==> config.mk <==
export PLATFORM = sky130hd
export DESIGN_NAME = core_task_scheduler_flat
export DESIGN_NICKNAME = d
export VERILOG_FILES = /design/src/rtl/core_task_scheduler_pkg.sv /design/src/rtl/core_task_scheduler_if.sv /design/src/rtl/core_task_scheduler_rr_arbiter.sv /design/src/rtl/core_task_scheduler.sv /design/src/flat_wrapper.sv
export SDC_FILE = /design/constraint.sdc
export NUM_CORES = 1
export LEC_CHECK = 0
export CORE_MARGIN = 5
export CORE_UTILIZATION = 40
export CTS_BUF_LIST = sky130_fd_sc_hd__clkbuf_8 sky130_fd_sc_hd__clkbuf_16
export DETAILED_ROUTE_END_ITERATION = 12
export GPL_TIMING_DRIVEN = 0
export PLACE_DENSITY = 0.72
export RECOVER_POWER = 100
export REMOVE_ABC_BUFFERS = 1
export SLEW_MARGIN = 20
export SYNTH_ARGS = -nofsm -noshare
export SYNTH_HDL_FRONTEND = slang
export SYNTH_HIERARCHICAL = 1
export SYNTH_SLANG_ARGS = --single-unit
==> constraint.sdc <==
create_clock -name clk -period 3.35 [get_ports clk]
set_input_delay 0.8375 -clock clk [delete_from_list [all_inputs] [get_ports clk]]
set_output_delay 0.8375 -clock clk [all_outputs]
set_load 0.02 [all_outputs]
==> src/rtl/core_task_scheduler_pkg.sv <==
// core_sched_pkg: shared FSM state type, mode encodings and default sizes for the task scheduler
package core_sched_pkg;
  typedef enum logic [1:0] {ST_IDLE, ST_DISPATCH, ST_DRAIN, ST_DONE} state_t;
  localparam logic [1:0] MODE_IDLE  = 2'b00;
  localparam logic [1:0] MODE_ALL   = 2'b01;
  localparam logic [1:0] MODE_CORE0 = 2'b10;
  localparam logic [1:0] MODE_RSVD  = 2'b11;
  localparam int DEF_NUM_CORES = 4;
  localparam int DEF_TASK_W = 8;
endpackage

==> src/rtl/core_task_scheduler_if.sv <==
// core_sched_if: scheduler <-> core array signals (task dispatch, completion, shared memory arbitration)
interface core_sched_if
  import core_sched_pkg::*;
#(parameter int NUM_CORES = DEF_NUM_CORES, parameter int TASK_W = DEF_TASK_W);
  logic [NUM_CORES-1:0] core_start, end_process, mem_req, mem_gnt;
  logic [NUM_CORES*TASK_W-1:0] core_task;
  modport master (output core_start, core_task, mem_gnt, input end_process, mem_req);
  modport slave (input core_start, core_task, mem_gnt, output end_process, mem_req);
endinterface

==> src/rtl/core_task_scheduler_rr_arbiter.sv <==
// rr_arbiter: registered round-robin grant of one shared port, locked while the owner keeps requesting
module rr_arbiter #(parameter int NUM_CORES = 4) (
  input  logic                 clk,
  input  logic                 rst_n,
  input  logic                 ena,
  input  logic [NUM_CORES-1:0] active,
  input  logic [NUM_CORES-1:0] req,
  output logic [NUM_CORES-1:0] gnt
);
  localparam int PW = (NUM_CORES > 1) ? $clog2(NUM_CORES) : 1;
  logic [NUM_CORES-1:0] gnt_q, gnt_d;
  logic [PW-1:0] ptr_q, ptr_d, idx;
  logic hit;
  // release on owner drop (one idle cycle, pointer past owner), otherwise search from pointer
  always_comb begin
    gnt_d = gnt_q;
    ptr_d = ptr_q;
    idx = '0;
    hit = 1'b0;
    if (ena && |gnt_q && !(|(gnt_q & req & active))) begin
      gnt_d = '0;
      for (int i = 0; i < NUM_CORES; i++)
        if (gnt_q[i]) ptr_d = (i == NUM_CORES - 1) ? '0 : PW'(i + 1);
    end else if (ena && !(|gnt_q)) begin
      for (int k = 0; k < NUM_CORES; k++) begin
        idx = PW'((int'(ptr_q) + k) % NUM_CORES);
        if (!hit && req[idx] && active[idx]) begin
          gnt_d[idx] = 1'b1;
          hit = 1'b1;
        end
      end
    end
  end
  // grant and pointer registers
  always_ff @(posedge clk or negedge rst_n)
    if (!rst_n) begin
      gnt_q <= '0;
      ptr_q <= '0;
    end else begin
      gnt_q <= gnt_d;
      ptr_q <= ptr_d;
    end
  assign gnt = gnt_q;
endmodule

==> src/rtl/core_task_scheduler.sv <==
// core_task_scheduler: dispatches job tasks to cores, tracks completion, pulses z; optional watchdog via CORE_SCHED_TIMEOUT_EN
module core_task_scheduler
  import core_sched_pkg::*;
#(
  parameter int NUM_CORES   = DEF_NUM_CORES,
  parameter int TASK_W      = DEF_TASK_W,
  parameter int TIMEOUT_CYC = 1024
) (
  input  logic                 clk,
  input  logic                 rst_n,
  input  logic                 ena,
  input  logic [1:0]           status,
  input  logic                 start,
  input  logic [TASK_W-1:0]    num_tasks,
  core_sched_if.master         cif,
  output logic                 busy,
  output logic                 z,
  output logic [NUM_CORES-1:0] timeout_err
);
  state_t state_q, state_d;
  logic [1:0] mode_q, mode_d;
  logic [TASK_W-1:0] num_q, num_d;
  logic [TASK_W:0] next_q, next_d;
  logic [NUM_CORES-1:0] cbusy_q, cbusy_d, start_q, start_d, active, free;
  logic [NUM_CORES*TASK_W-1:0] task_q, task_d;
  logic busy_q, busy_d, z_q, z_d, accept, hit;
`ifdef CORE_SCHED_TIMEOUT_EN
  localparam int CW = $clog2(TIMEOUT_CYC + 1);
  logic [CW-1:0] cnt_q [NUM_CORES];
  logic [CW-1:0] cnt_d [NUM_CORES];
  logic [NUM_CORES-1:0] err_q, err_d;
  assign timeout_err = err_q;
`else
  logic unused_timeout;
  assign unused_timeout = ^TIMEOUT_CYC;
  assign timeout_err = '0;
`endif
  assign active = (mode_q == MODE_ALL) ? '1 : (mode_q == MODE_CORE0) ? NUM_CORES'(1) : '0;
  assign free = active & ~cbusy_q;
  assign accept = (state_q == ST_IDLE) && ena && start && (status == MODE_ALL || status == MODE_CORE0);
  // next-state: job accept, one dispatch per cycle to the lowest free core, drain, completion pulse
  always_comb begin
    state_d = state_q;
    mode_d = mode_q;
    num_d = num_q;
    next_d = next_q;
    cbusy_d = cbusy_q & ~cif.end_process;
    start_d = '0;
    task_d = task_q;
    busy_d = busy_q;
    z_d = 1'b0;
    hit = 1'b0;
    if (accept) begin
      mode_d = status;
      num_d = num_tasks;
      next_d = '0;
      busy_d = 1'b1;
      state_d = (num_tasks == '0) ? ST_DONE : ST_DISPATCH;
    end
    if (ena && state_q == ST_DISPATCH) begin
      for (int i = 0; i < NUM_CORES; i++)
        if (!hit && free[i]) begin
          hit = 1'b1;
          start_d[i] = 1'b1;
          task_d[i*TASK_W +: TASK_W] = next_q[TASK_W-1:0];
          cbusy_d[i] = 1'b1;
        end
      if (hit) next_d = next_q + 1'b1;
      if (hit && next_d == {1'b0, num_q}) state_d = ST_DRAIN;
    end
    if (ena && state_q == ST_DRAIN && cbusy_q == '0) state_d = ST_DONE;
    if (ena && state_q == ST_DONE) begin
      z_d = 1'b1;
      busy_d = 1'b0;
      state_d = ST_IDLE;
    end
`ifdef CORE_SCHED_TIMEOUT_EN
    err_d = accept ? '0 : err_q;
    for (int i = 0; i < NUM_CORES; i++) begin
      cnt_d[i] = start_d[i] ? '0 : cbusy_q[i] ? cnt_q[i] + 1'b1 : '0;
      if (cbusy_q[i] && cnt_q[i] == CW'(TIMEOUT_CYC - 1)) begin
        err_d[i] = 1'b1;
        cbusy_d[i] = 1'b0;
      end
    end
`endif
  end
  // all scheduler state and registered outputs
  always_ff @(posedge clk or negedge rst_n)
    if (!rst_n) begin
      state_q <= ST_IDLE;
      mode_q <= MODE_IDLE;
      num_q <= '0;
      next_q <= '0;
      cbusy_q <= '0;
      start_q <= '0;
      task_q <= '0;
      busy_q <= 1'b0;
      z_q <= 1'b0;
`ifdef CORE_SCHED_TIMEOUT_EN
      cnt_q <= '{default: '0};
      err_q <= '0;
`endif
    end else begin
      state_q <= state_d;
      mode_q <= mode_d;
      num_q <= num_d;
      next_q <= next_d;
      cbusy_q <= cbusy_d;
      start_q <= start_d;
      task_q <= task_d;
      busy_q <= busy_d;
      z_q <= z_d;
`ifdef CORE_SCHED_TIMEOUT_EN
      cnt_q <= cnt_d;
      err_q <= err_d;
`endif
    end
  rr_arbiter #(.NUM_CORES(NUM_CORES)) u_arb (
    .clk(clk), .rst_n(rst_n), .ena(ena), .active(active), .req(cif.mem_req), .gnt(cif.mem_gnt)
  );
  assign cif.core_start = start_q;
  assign cif.core_task = task_q;
  assign busy = busy_q;
  assign z = z_q;
endmodule

==> src/flat_wrapper.sv <==
// flat-port wrapper written by rule: the top's interface ports become plain ports
module core_task_scheduler_flat import core_sched_pkg::*;
#(
  parameter int NUM_CORES   = DEF_NUM_CORES,
  parameter int TASK_W      = DEF_TASK_W,
  parameter int TIMEOUT_CYC = 1024
)
  (clk, rst_n, ena, status, start, num_tasks, busy, z, timeout_err, cif_core_start, cif_core_task, cif_mem_gnt, cif_end_process, cif_mem_req);
  core_sched_if #(.NUM_CORES(NUM_CORES), .TASK_W(TASK_W)) cif_i ();
  input  logic clk;
  input  logic rst_n;
  input  logic ena;
  input  logic [1:0] status;
  input  logic start;
  input  logic [TASK_W-1:0] num_tasks;
  output logic busy;
  output logic z;
  output logic [NUM_CORES-1:0] timeout_err;
  output wire logic [$bits(cif_i.core_start)-1:0] cif_core_start;
  output wire logic [$bits(cif_i.core_task)-1:0] cif_core_task;
  output wire logic [$bits(cif_i.mem_gnt)-1:0] cif_mem_gnt;
  input wire logic [$bits(cif_i.end_process)-1:0] cif_end_process;
  input wire logic [$bits(cif_i.mem_req)-1:0] cif_mem_req;
  assign cif_core_start = cif_i.core_start;
  assign cif_core_task = cif_i.core_task;
  assign cif_mem_gnt = cif_i.mem_gnt;
  assign cif_i.end_process = cif_end_process;
  assign cif_i.mem_req = cif_mem_req;
  core_task_scheduler #(.NUM_CORES(NUM_CORES), .TASK_W(TASK_W), .TIMEOUT_CYC(TIMEOUT_CYC)) u_core (.clk(clk), .rst_n(rst_n), .ena(ena), .status(status), .start(start), .num_tasks(num_tasks), .cif(cif_i), .busy(busy), .z(z), .timeout_err(timeout_err));
endmodule
==> metrics.txt, run 1 <==
clk slew on worst S/H paths=0.07 ns; fmax=314.9 MHz; Hold Path Cell Cnt=2; Setup Crit Path Kind=in -> reg; final-report max-slew violation count=0; hold_buf cts=0; vias in the first global route=3,042; CTS tree=built; Setup WS pre-CTS=-0.2220 ns; crit-path max FO=14; CTS Root Cell=clkbuf_8; largest cells by area after synthesis=dfrtp_1 47%, mux2_2 7.1%, nand2_1 6.7%; antenna cells=0; grt total ovfl=0; drt wl/cell=16.34 µm; share of layout cells above drive strength 1=0.1227; unrepaired setup endpoints after global routing=false; max-cap violation count=0; final WL=8825 µm; synthesis-to-finish area growth=23.74%; IO Pins=68; endpoints failing hold=0; Max transition margin=0.1859; worst reg-to-reg path cell count=9; DIE HEIGHT=105.6 µm; Via density=5.522; Post-synth ARST share=1.000; Clk Latency, worst-skew pair=0.34 ns; largest net degree at the start of global routing=52; Routability Congestion=0.8546; CP arrival=3.37 ns; RR Startpoint=u_core/mode_q[1]$_DFFE_PN0P_; IO Port Bufs=63; Post-synth EDFFs=0; status=finished clean; Post-Synth Simple-Gate Area=0.2172; Mapped Cells=370; synthesized flop and latch total=69; drt drc=0; H-tree levels=3; # clock sinks=69; Slew @ Worst Pin=1.221 ns; share of the synthesized area in the top cell type=0.4721; Hold WC Path Type=reg -> reg; post-synthesis sequential area ratio=0.4721; highest ir drop seen on vdd=200.2 µV; Detail Route Antenna Nets=0; top_reg_cell synth=dfrtp_1; TritonRoute pass-1 iters=4; fin crit period=3.175 ns; Post-synth top cells=69 x dfrtp_1, 65 x nand2_1, 24 x o21ai_0; die width=105.6 µm; Setup WS post-layout=0.1745 ns; xor and xnor area share after synthesis=0.009579; post-DP HPWL=6320 µm; Initial Util=0.4153; Final Cycle Share=0.9479; largest family of logic cells by synthesized area=simple AND/OR/NAND/NOR gates; antenna violations before repair=0; first-pass GRT wire length=14,730 µm; Longest Clk Path Bufs=2; mux cell area share after synthesis=0.09956; P per Cell Area=562.2 nW/µm²; Unique masters post-synth=62; Worst Setup End Kind=flip-flop; Die ar.=11,160 µm²; R2R setup slack=0.48 ns; final clock skew=0.006554 ns; Synthesis Warnings=6; Adder-Cell Fraction of Synth Area=0.02053; critical path launch point=ena; Critical R2R Capture=u_core/state_q[0]$_DFF_PN0_; # setup viols final=0; Netlist Area Pre-Place=3657 µm²; compound-gate portion of the synthesized area=0.1379; cts bufs inserted=9; total global-route track usage=0.1619; Setup crit end=u_core/state_q[0]$_DFF_PN0_; crit path launch type=input pin; Final Power=2.544 mW; post-synth top area cell=dfrtp_1; WP data required=3.54 ns; vias after detailed routing=2,982; CORE AREA=8806 µm²; count leader, synth=dfrtp_1; first-iteration detailed-routing DRC count=185; Final #Nets=455; synthesized area per cell=9.884 µm²; number of fill cells=799; Cell Rows=34; P_leak=2.115 nW
how the worst min path moves through the flow:
stage	from	endpoint	slack (ns)
floorplan	u_core/num_q[3]$_DFFE_PN0P_	u_core/num_q[3]$_DFFE_PN0P_	0.45
global placement	u_core/cif.core_task[29]$_DFFE_PN0P_	u_core/cif.core_task[29]$_DFFE_PN0P_	0.46
detailed placement	u_core/cif.core_task[29]$_DFFE_PN0P_	u_core/cif.core_task[29]$_DFFE_PN0P_	0.47
CTS	rst_n	u_core/cif.core_task[18]$_DFFE_PN0P_	0.35
global route	u_core/cif.core_task[25]$_DFFE_PN0P_	u_core/cif.core_task[25]$_DFFE_PN0P_	0.51
finish	u_core/cif.core_task[28]$_DFFE_PN0P_	u_core/cif.core_task[28]$_DFFE_PN0P_	0.48
worst max-delay path, stage by stage:
cell	delay, ns
clkdlybuf4s50_1	0.74
nand4bb_4	0.18
nor2_1	0.72
mux2i_1	0.15
a21oi_1	0.24
xnor2_1	0.10
nor4_2	0.29
a211oi_1	0.10
stage by stage:
step / utilization / hold slack, ns / area [µm²] / cells / TNS (ns)
after floorplan: - / 0.4527 / 3562 / 352 / 0
after global placement: 0.4915 / 0.4641 / 4328 / 523 / -53.42
after detailed placement: 0.4943 / 0.4730 / 4353 / 524 / -2.068
after CTS: 0.5168 / 0.3547 / 4551 / 540 / 0
after global routing: 0.5139 / 0.5087 / 4526 / 540 / 0
final: 0.5139 / 0.4754 / 4526 / 540 / 0
logic make-up after synthesis:
family                   Yosys count
other                              1
adder cells (fa/ha/maj)            6
multiplexers                      29
flip-flops                        69
AO/OA/AOI/OAI                     70
buffers and inverters             33
AND/OR/NAND/NOR                  158
XOR/XNOR                           4
cell type report:
type / instances / area, µm² / area share
timing repair buffer: 64 / 629.4 / 0.1391
inverter: 12 / 47.55 / 0.01051
clock buffer: 9 / 123.9 / 0.02737
sequential: 69 / 1727 / 0.3815
multi-input combinational: 271 / 1789 / 0.3954
tap: 108 / 135.1 / 0.02986
clock inverter: 7 / 73.82 / 0.01631
registers in the layout (all words and copies together) (netlist names):
| name | cells |
|---|---|
| u_core/cif.core_task | 32 |
| u_core/cbusy_q | 4 |
| u_core/num_q | 8 |
| u_core/u_arb/gnt | 4 |
| u_core/state_q | 2 |
| u_core/mode_q | 2 |
| u_core/u_arb/ptr_q | 2 |
| u_core/next_q | 9 |
| u_core/busy | 1 |
| u_core/z | 1 |
| u_core/cif.core_start | 4 |
per-layer routing:
| layer | up-vias | wire [µm] | track usage |
|---|---|---|---|
| met5 | - | 0 | 0 |
| met4 | 0 | 153 | 0.05550 |
| met2 | 103 | 4418 | 0.2796 |
| met3 | 19 | 507 | 0.03301 |
| li1 | 1424 | - | - |
| met1 | 1436 | 3745 | 0.2024 |
what timing repair did:
item / in CTS / in global routing
setup endpoints to repair: 0 / 10
gates resized for setup: 0 / 2
hold endpoints to repair: 0 / 0
buffers inserted: 0 / 0
layout by cell type (no fill, tap or decap), types with 4 or more instances in the layout:
| cell | count |
|---|---|
| a21oi_1 | 7 |
| nor3_1 | 7 |
| clkdlybuf4s50_1 | 20 |
| and3_1 | 4 |
| o21ai_0 | 24 |
| inv_1 | 10 |
| and2_1 | 4 |
| xnor2_1 | 4 |
| nor4_1 | 7 |
| dlygate4sd3_1 | 42 |
| nand2b_1 | 4 |
| dfrtp_1 | 69 |
| o211ai_1 | 5 |
| ha_1 | 6 |
| conb_1 | 4 |
| mux2_2 | 23 |
| nand3_1 | 22 |
| clkbuf_8 | 9 |
| nand2_1 | 65 |
| a211oi_1 | 4 |
| nor2_1 | 18 |
power by group:
part | internal, mW | switching [mW]
registers | 0.960 | 0.176
logic | 0.321 | 0.410
clock network | 0.346 | 0.331
(Power assumes the default switching activity.)
==> inputs of run 2 (changes only) <==
--- a/config.mk
+++ b/config.mk
@@ -6,11 +6,11 @@
 export NUM_CORES = 1
 export LEC_CHECK = 0
 export CORE_MARGIN = 5
-export CORE_UTILIZATION = 40
+export CORE_UTILIZATION = 52
 export CTS_BUF_LIST = sky130_fd_sc_hd__clkbuf_8 sky130_fd_sc_hd__clkbuf_16
 export DETAILED_ROUTE_END_ITERATION = 12
 export GPL_TIMING_DRIVEN = 0
-export PLACE_DENSITY = 0.72
+export PLACE_DENSITY = 0.88
 export RECOVER_POWER = 100
 export REMOVE_ABC_BUFFERS = 1
 export SLEW_MARGIN = 20
==> metrics.txt, run 2 (synthesis results as in run 1) <==
largest net degree at the start of global routing=43 (was 52); CTS Root Cell=clkbuf_8 (unchanged); vias after detailed routing=3,084 (was 2,982); final-report max-slew violation count=0 (unchanged); Final #Nets=455 (unchanged); P_leak=2.129 nW (was 2.115 nW); Via density=5.841 (was 5.522); cts bufs inserted=9 (unchanged); IO Pins=68 (unchanged); Clk Latency, worst-skew pair=0.36 ns (was 0.34 ns); Detail Route Antenna Nets=0 (unchanged); vias in the first global route=3,009 (was 3,042); antenna cells=0 (unchanged); crit-path max FO=15 (was 14); total global-route track usage=0.2091 (was 0.1619); Setup Crit Path Kind=in -> reg (unchanged); TritonRoute pass-1 iters=5 (was 4); final clock skew=0.008554 ns (was 0.006554 ns); die width=93.87 µm (was 105.6 µm); Setup WS pre-CTS=-0.1616 ns (was -0.2220 ns); Cell Rows=30 (was 34); crit path launch type=input pin (unchanged); unrepaired setup endpoints after global routing=false (unchanged); DIE HEIGHT=93.87 µm (was 105.6 µm); first-iteration detailed-routing DRC count=350 (was 185); clk slew on worst S/H paths=0.08 ns (was 0.07 ns); Worst Setup End Kind=flip-flop (unchanged); Largest register FFs=32 (unchanged); CORE AREA=6832 µm² (was 8806 µm²); Post-CTS Setup Inserts=0 (unchanged); Final Cycle Share=0.9405 (was 0.9479); first-pass GRT wire length=14,500 µm (was 14,730 µm); max-cap violation count=0 (unchanged); Setup WS post-layout=0.1994 ns (was 0.1745 ns); CTS tree=built (unchanged); share of layout cells above drive strength 1=0.1227 (unchanged); hold_buf cts=0 (unchanged); slowest stage cell, crit path=clkdlybuf4s50_1 (unchanged); status=finished clean (unchanged); H-tree levels=3 (unchanged); grt total ovfl=0 (unchanged); Die ar.=8811 µm² (was 11,160 µm²); IO Port Bufs=63 (unchanged); highest ir drop seen on vdd=335.3 µV (was 200.2 µV); number of fill cells=544 (was 799); Initial Util=0.5353 (was 0.4153); endpoints failing hold=0 (unchanged); drt drc=0 (unchanged); # setup viols final=0 (unchanged); Hold WC Path Type=reg -> reg (unchanged); WP data required=3.62 ns (was 3.54 ns); CP arrival=3.42 ns (was 3.37 ns); CP cell instances=clkdlybuf4s50_1 -> nand4bb_4 -> or2_0 -> and3_1 -> or3b_1 -> nand4b_1 -> nor4_2 -> a211oi_1 (was clkdlybuf4s50_1 -> nand4bb_4 -> nor2_1 -> mux2i_1 -> a21oi_1 -> xnor2_1 -> nor4_2 -> a211oi_1); commonest non-fill, non-tap cell in the layout=dfrtp_1 (unchanged); commonest non-fill, non-tap cells in the layout=69 x dfrtp_1, 65 x nand2_1, 42 x dlygate4sd3_1, 24 x o21ai_0, 23 x mux2_2 (unchanged); Post-CTS Resized=0 (unchanged); Final Power=2.653 mW (was 2.544 mW); Max transition margin=0.04851 (was 0.1859); antenna violations before repair=0 (unchanged); post-DP HPWL=6102 µm (was 6320 µm); # clock sinks=69 (unchanged); fmax=317.4 MHz (was 314.9 MHz); crit-path max cell delay=0.74 ns (about the same); Routability Congestion=0.8776 (was 0.8546); drt wl/cell=16.21 µm (was 16.34 µm); Longest Clk Path Bufs=2 (unchanged); synthesis-to-finish area growth=24.19% (was 23.74%); final WL=8561 µm (was 8825 µm); Slew @ Worst Pin=1.427 ns (was 1.221 ns); fin crit period=3.151 ns (was 3.175 ns); P per Cell Area=584.0 nW/µm² (was 562.2 nW/µm²)
[run 2: cell types whose count changed in the layout (fill, tap and decap cells not counted), sizes merged]
cell and change:
clkinv -4, inv +3, bufinv +1
[run 2: layout make-up]
cell class | instances | area, µm² | area share
clock buffers | 9 | 123.9 | 0.02727
clock inverters | 7 | 105.1 | 0.02314
inverters | 12 | 47.55 | 0.01047
multi-input cells | 271 | 1789 | 0.3939
flip-flops and latches | 69 | 1727 | 0.3802
well taps | 96 | 120.1 | 0.02645
repair buffers | 64 | 629.4 | 0.1386
[run 2: worst max-delay path: cells and delay by family]
kind	cells	cell delay, ns
compound gates	1	0.20
simple gates	6	1.65
buf+inv	1	0.74
[run 2: final timing paths]
path                       slack, ns                            startpoint                                   end  depth (start not counted)
setup / recovery                0.20                                   ena           u_core/state_q[0]$_DFF_PN0_                          8
hold / removal                  0.48  u_core/cif.core_task[29]$_DFFE_PN0P_  u_core/cif.core_task[29]$_DFFE_PN0P_                          2
setup reg to reg                0.51          u_core/mode_q[1]$_DFFE_PN0P_           u_core/state_q[0]$_DFF_PN0_                          9
hold reg to reg                 0.48  u_core/cif.core_task[29]$_DFFE_PN0P_  u_core/cif.core_task[29]$_DFFE_PN0P_                          2
max in group asynchronous       0.88                                 rst_n          u_core/mode_q[0]$_DFFE_PN0P_                          2
min in group asynchronous       0.79                                 rst_n    u_core/cif.core_start[0]$_DFF_PN0_                          1
[run 2: routing by layer]
metal	global-route usage	vias to the layer above	part of all wire	routed length [µm]
li1	-	1427	-	-
met1	0.2751	1466	0.42	3564
met2	0.3329	162	0.48	4089
met3	0.03526	29	0.075	644
met4	0.1047	0	0.031	262
met5	0	-	0	0
[run 2: metrics by stage]
| step | std cells | setup TNS [ns] | hold WS [ns] | area [µm²] | utilization |
|---|---|---|---|---|---|
| final | 528 | 0 | 0.4750 | 4542 | 0.6648 |
| after global routing | 528 | 0 | 0.5312 | 4542 | 0.6648 |
| after CTS | 528 | 0 | 0.3793 | 4559 | 0.6674 |
| after detailed placement | 512 | -1.486 | 0.4626 | 4330 | 0.6339 |
| after global placement | 511 | -48.58 | 0.4565 | 4313 | 0.6313 |
| after floorplan | 352 | 0 | 0.4527 | 3562 | - |
[run 2: where the power goes]
group / total [mW] / leakage, nW / internal (mW) / switching [mW]
Sequential: 1.13 / 0.926 / 0.960 / 0.171
Combinational: 0.739 / 1.09 / 0.321 / 0.417
Clock: 0.783 / 0.113 / 0.432 / 0.352
Total: 2.65 / 2.13 / 1.71 / 0.940
==> inputs of run 3 (changes only) <==
--- a/config.mk
+++ b/config.mk
@@ -6,11 +6,11 @@
 export NUM_CORES = 1
 export LEC_CHECK = 0
 export CORE_MARGIN = 5
-export CORE_UTILIZATION = 52
+export CORE_UTILIZATION = 50
 export CTS_BUF_LIST = sky130_fd_sc_hd__clkbuf_8 sky130_fd_sc_hd__clkbuf_16
 export DETAILED_ROUTE_END_ITERATION = 12
 export GPL_TIMING_DRIVEN = 0
-export PLACE_DENSITY = 0.88
+export PLACE_DENSITY = 0.85
 export RECOVER_POWER = 100
 export REMOVE_ABC_BUFFERS = 1
 export SLEW_MARGIN = 20
==> metrics.txt, run 3 (synthesis results as in run 1) <==
Max transition margin=0.1461 (was 0.04851); CTS Root Cell=clkbuf_8 (unchanged); CP arrival=3.33 ns (was 3.42 ns); clk slew on worst S/H paths=0.08 ns (about the same); # setup viols final=0 (unchanged); largest net degree at the start of global routing=45 (was 43); H-tree levels=3 (unchanged); Final Cycle Share=0.9337 (was 0.9405); P_leak=2.107 nW (was 2.129 nW); synthesis-to-finish area growth=23.02% (was 24.19%); Combinational Power Share=0.286 (was 0.278); Worst Setup End Kind=flip-flop (unchanged); routed metal-1 wirelength=3566 µm (was 3564 µm); drt wl/cell=16.92 µm (was 16.21 µm); clock network power share=0.273 (was 0.295); Die ar.=9125 µm² (was 8811 µm²); final-report max-slew violation count=0 (unchanged); IO Pins=68 (unchanged); CORE AREA=7176 µm² (was 6832 µm²); internal power=1.628 mW (was 1.712 mW); endpoints failing hold=0 (unchanged); Psw=0.9393 mW (was 0.9401 mW); max-cap violation count=0 (unchanged); Final #Nets=455 (unchanged); Non-Filler Instances=531 (was 528); status=finished clean (unchanged); Detail Route Antenna Nets=0 (unchanged); vias after detailed routing=3,116 (was 3,084); drt drc=0 (unchanged); CTS tree=built (unchanged); Hold WC Path Type=reg -> reg (unchanged); DIE HEIGHT=95.53 µm (was 93.87 µm); fmax=319.7 MHz (was 317.4 MHz); TritonRoute pass-1 iters=5 (unchanged); total global-route track usage=0.2057 (was 0.2091); die width=95.53 µm (was 93.87 µm); crit-path max FO=15 (unchanged); metal3 WL=666 µm (was 644 µm); Longest Clk Path Bufs=2 (unchanged); final clock skew=0.008371 ns (was 0.008554 ns); grt total ovfl=0 (unchanged); fin crit period=3.128 ns (was 3.151 ns); Inst Count DP=515 (was 512); Cell Rows=31 (was 30); commonest non-fill, non-tap cells in the layout=69 x dfrtp_1, 65 x nand2_1, 42 x dlygate4sd3_1, 24 x o21ai_0, 23 x mux2_2 (unchanged); vias in the first global route=2,918 (was 3,009); post-DP HPWL=6497 µm (was 6102 µm); DR WL met2=4582 µm (was 4089 µm); antenna cells=0 (unchanged); sequential share of power=0.442 (was 0.426); P per Cell Area=570.6 nW/µm² (was 584.0 nW/µm²); cts bufs inserted=9 (unchanged); WP data required=3.55 ns (was 3.62 ns); highest ir drop seen on vdd=346.2 µV (was 335.3 µV); IO Port Bufs=63 (unchanged); first-iteration detailed-routing DRC count=291 (was 350); share of layout cells above drive strength 1=0.1227 (unchanged); crit path launch type=input pin (unchanged); Routability Congestion=0.9737 (was 0.8776); commonest non-fill, non-tap cell in the layout=dfrtp_1 (unchanged); setup TNS=0 ns (unchanged); # clock sinks=69 (unchanged); topmost layer with routed signal wires=met4 (unchanged); final WL=8985 µm (was 8561 µm); Switching Fraction=0.3658 (was 0.3544); Initial Util=0.5097 (was 0.5353); first-pass GRT wire length=14,620 µm (was 14,500 µm); Setup Crit Path Kind=in -> reg (unchanged); Largest register FFs=32 (unchanged); Via density=5.868 (was 5.841); unrepaired setup endpoints after global routing=false (unchanged); dpl cell area=4334 µm² (was 4330 µm²); Slew @ Worst Pin=1.281 ns (was 1.427 ns); antenna violations before repair=0 (unchanged); Clk Latency, worst-skew pair=0.35 ns (was 0.36 ns); finished layout cell area=4499 µm² (was 4542 µm²)
run 3: changes by cell type in the layout (fill, tap and decap cells not counted), sizes merged:
cell	before	now
clkinvlp	1	2
bufinv	2	1
run 3: path summary, 6_finish.rpt:
check | slack, ns | depth (start not counted) | end | start
min in group asynchronous | 0.74 | 1 | u_core/cif.core_start[3]$_DFF_PN0_ | rst_n
max in group asynchronous | 0.92 | 2 | u_core/busy$_DFFE_PN0P_ | rst_n
hold / removal | 0.47 | 2 | u_core/cif.core_task[24]$_DFFE_PN0P_ | u_core/cif.core_task[24]$_DFFE_PN0P_
hold reg to reg | 0.47 | 2 | u_core/cif.core_task[24]$_DFFE_PN0P_ | u_core/cif.core_task[24]$_DFFE_PN0P_
setup reg to reg | 0.46 | 9 | u_core/state_q[0]$_DFF_PN0_ | u_core/mode_q[1]$_DFFE_PN0P_
setup / recovery | 0.22 | 8 | u_core/state_q[0]$_DFF_PN0_ | ena
run 3: cell type report:
class,instances,area (µm²)
Timing Repair Buffer,64,629.4
Clock buffer,9,123.9
Tap cell,99,123.9
Inverter,12,47.55
Clock inverter,7,80.08
Multi-Input combinational cell,271,1768
Sequential cell,69,1727
Fill cell,563,2676
run 3: what timing repair did:
| item | CTS | global route |
|---|---|---|
| resized for setup | 0 | 3 |
| buffers inserted | 0 | 0 |
| setup endpoints to repair | 0 | 10 |
| hold buffers | 0 | 0 |
run 3: critical path: stages:
cell	delay (ns)
clkdlybuf4s50_1	0.68
nand4bb_1	0.29
or2_1	0.50
and3_1	0.29
o21bai_1	0.13
nand4b_1	0.12
nor4_2	0.37
a211oi_1	0.09
run 3: metal layers:
metal	global-route usage	vias up
met5	0	-
met4	0.07583	0
met3	0.04657	20
met2	0.3382	145
met1	0.2654	1520
li1	-	1431
run 3: through the flow:
stage | hold slack [ns] | setup slack, ns | power [mW] | utilization
6_report | 0.4749 | 0.2222 | 2.567 | 0.6270
3_5_place_dp | 0.4628 | -0.2169 | 1.898 | 0.6040
5_1_grt | 0.5092 | 0.05306 | 2.706 | 0.6270
4_1_cts | 0.3807 | 0.06281 | 2.597 | 0.6324
3_3_place_gp | 0.4563 | -0.7333 | 1.852 | 0.6016
2_1_floorplan | 0.4527 | 0.8717 | 1.603 | -
run 3: power by group through the flow:
stage,clock network (mW),registers (mW),logic (mW)
after CTS,0.709,1.13,0.755
after global routing,0.750,1.15,0.803
after detailed placement,0,1.15,0.751
after floorplan,0,1.15,0.455
after global placement,0,1.14,0.715
final,0.700,1.13,0.734
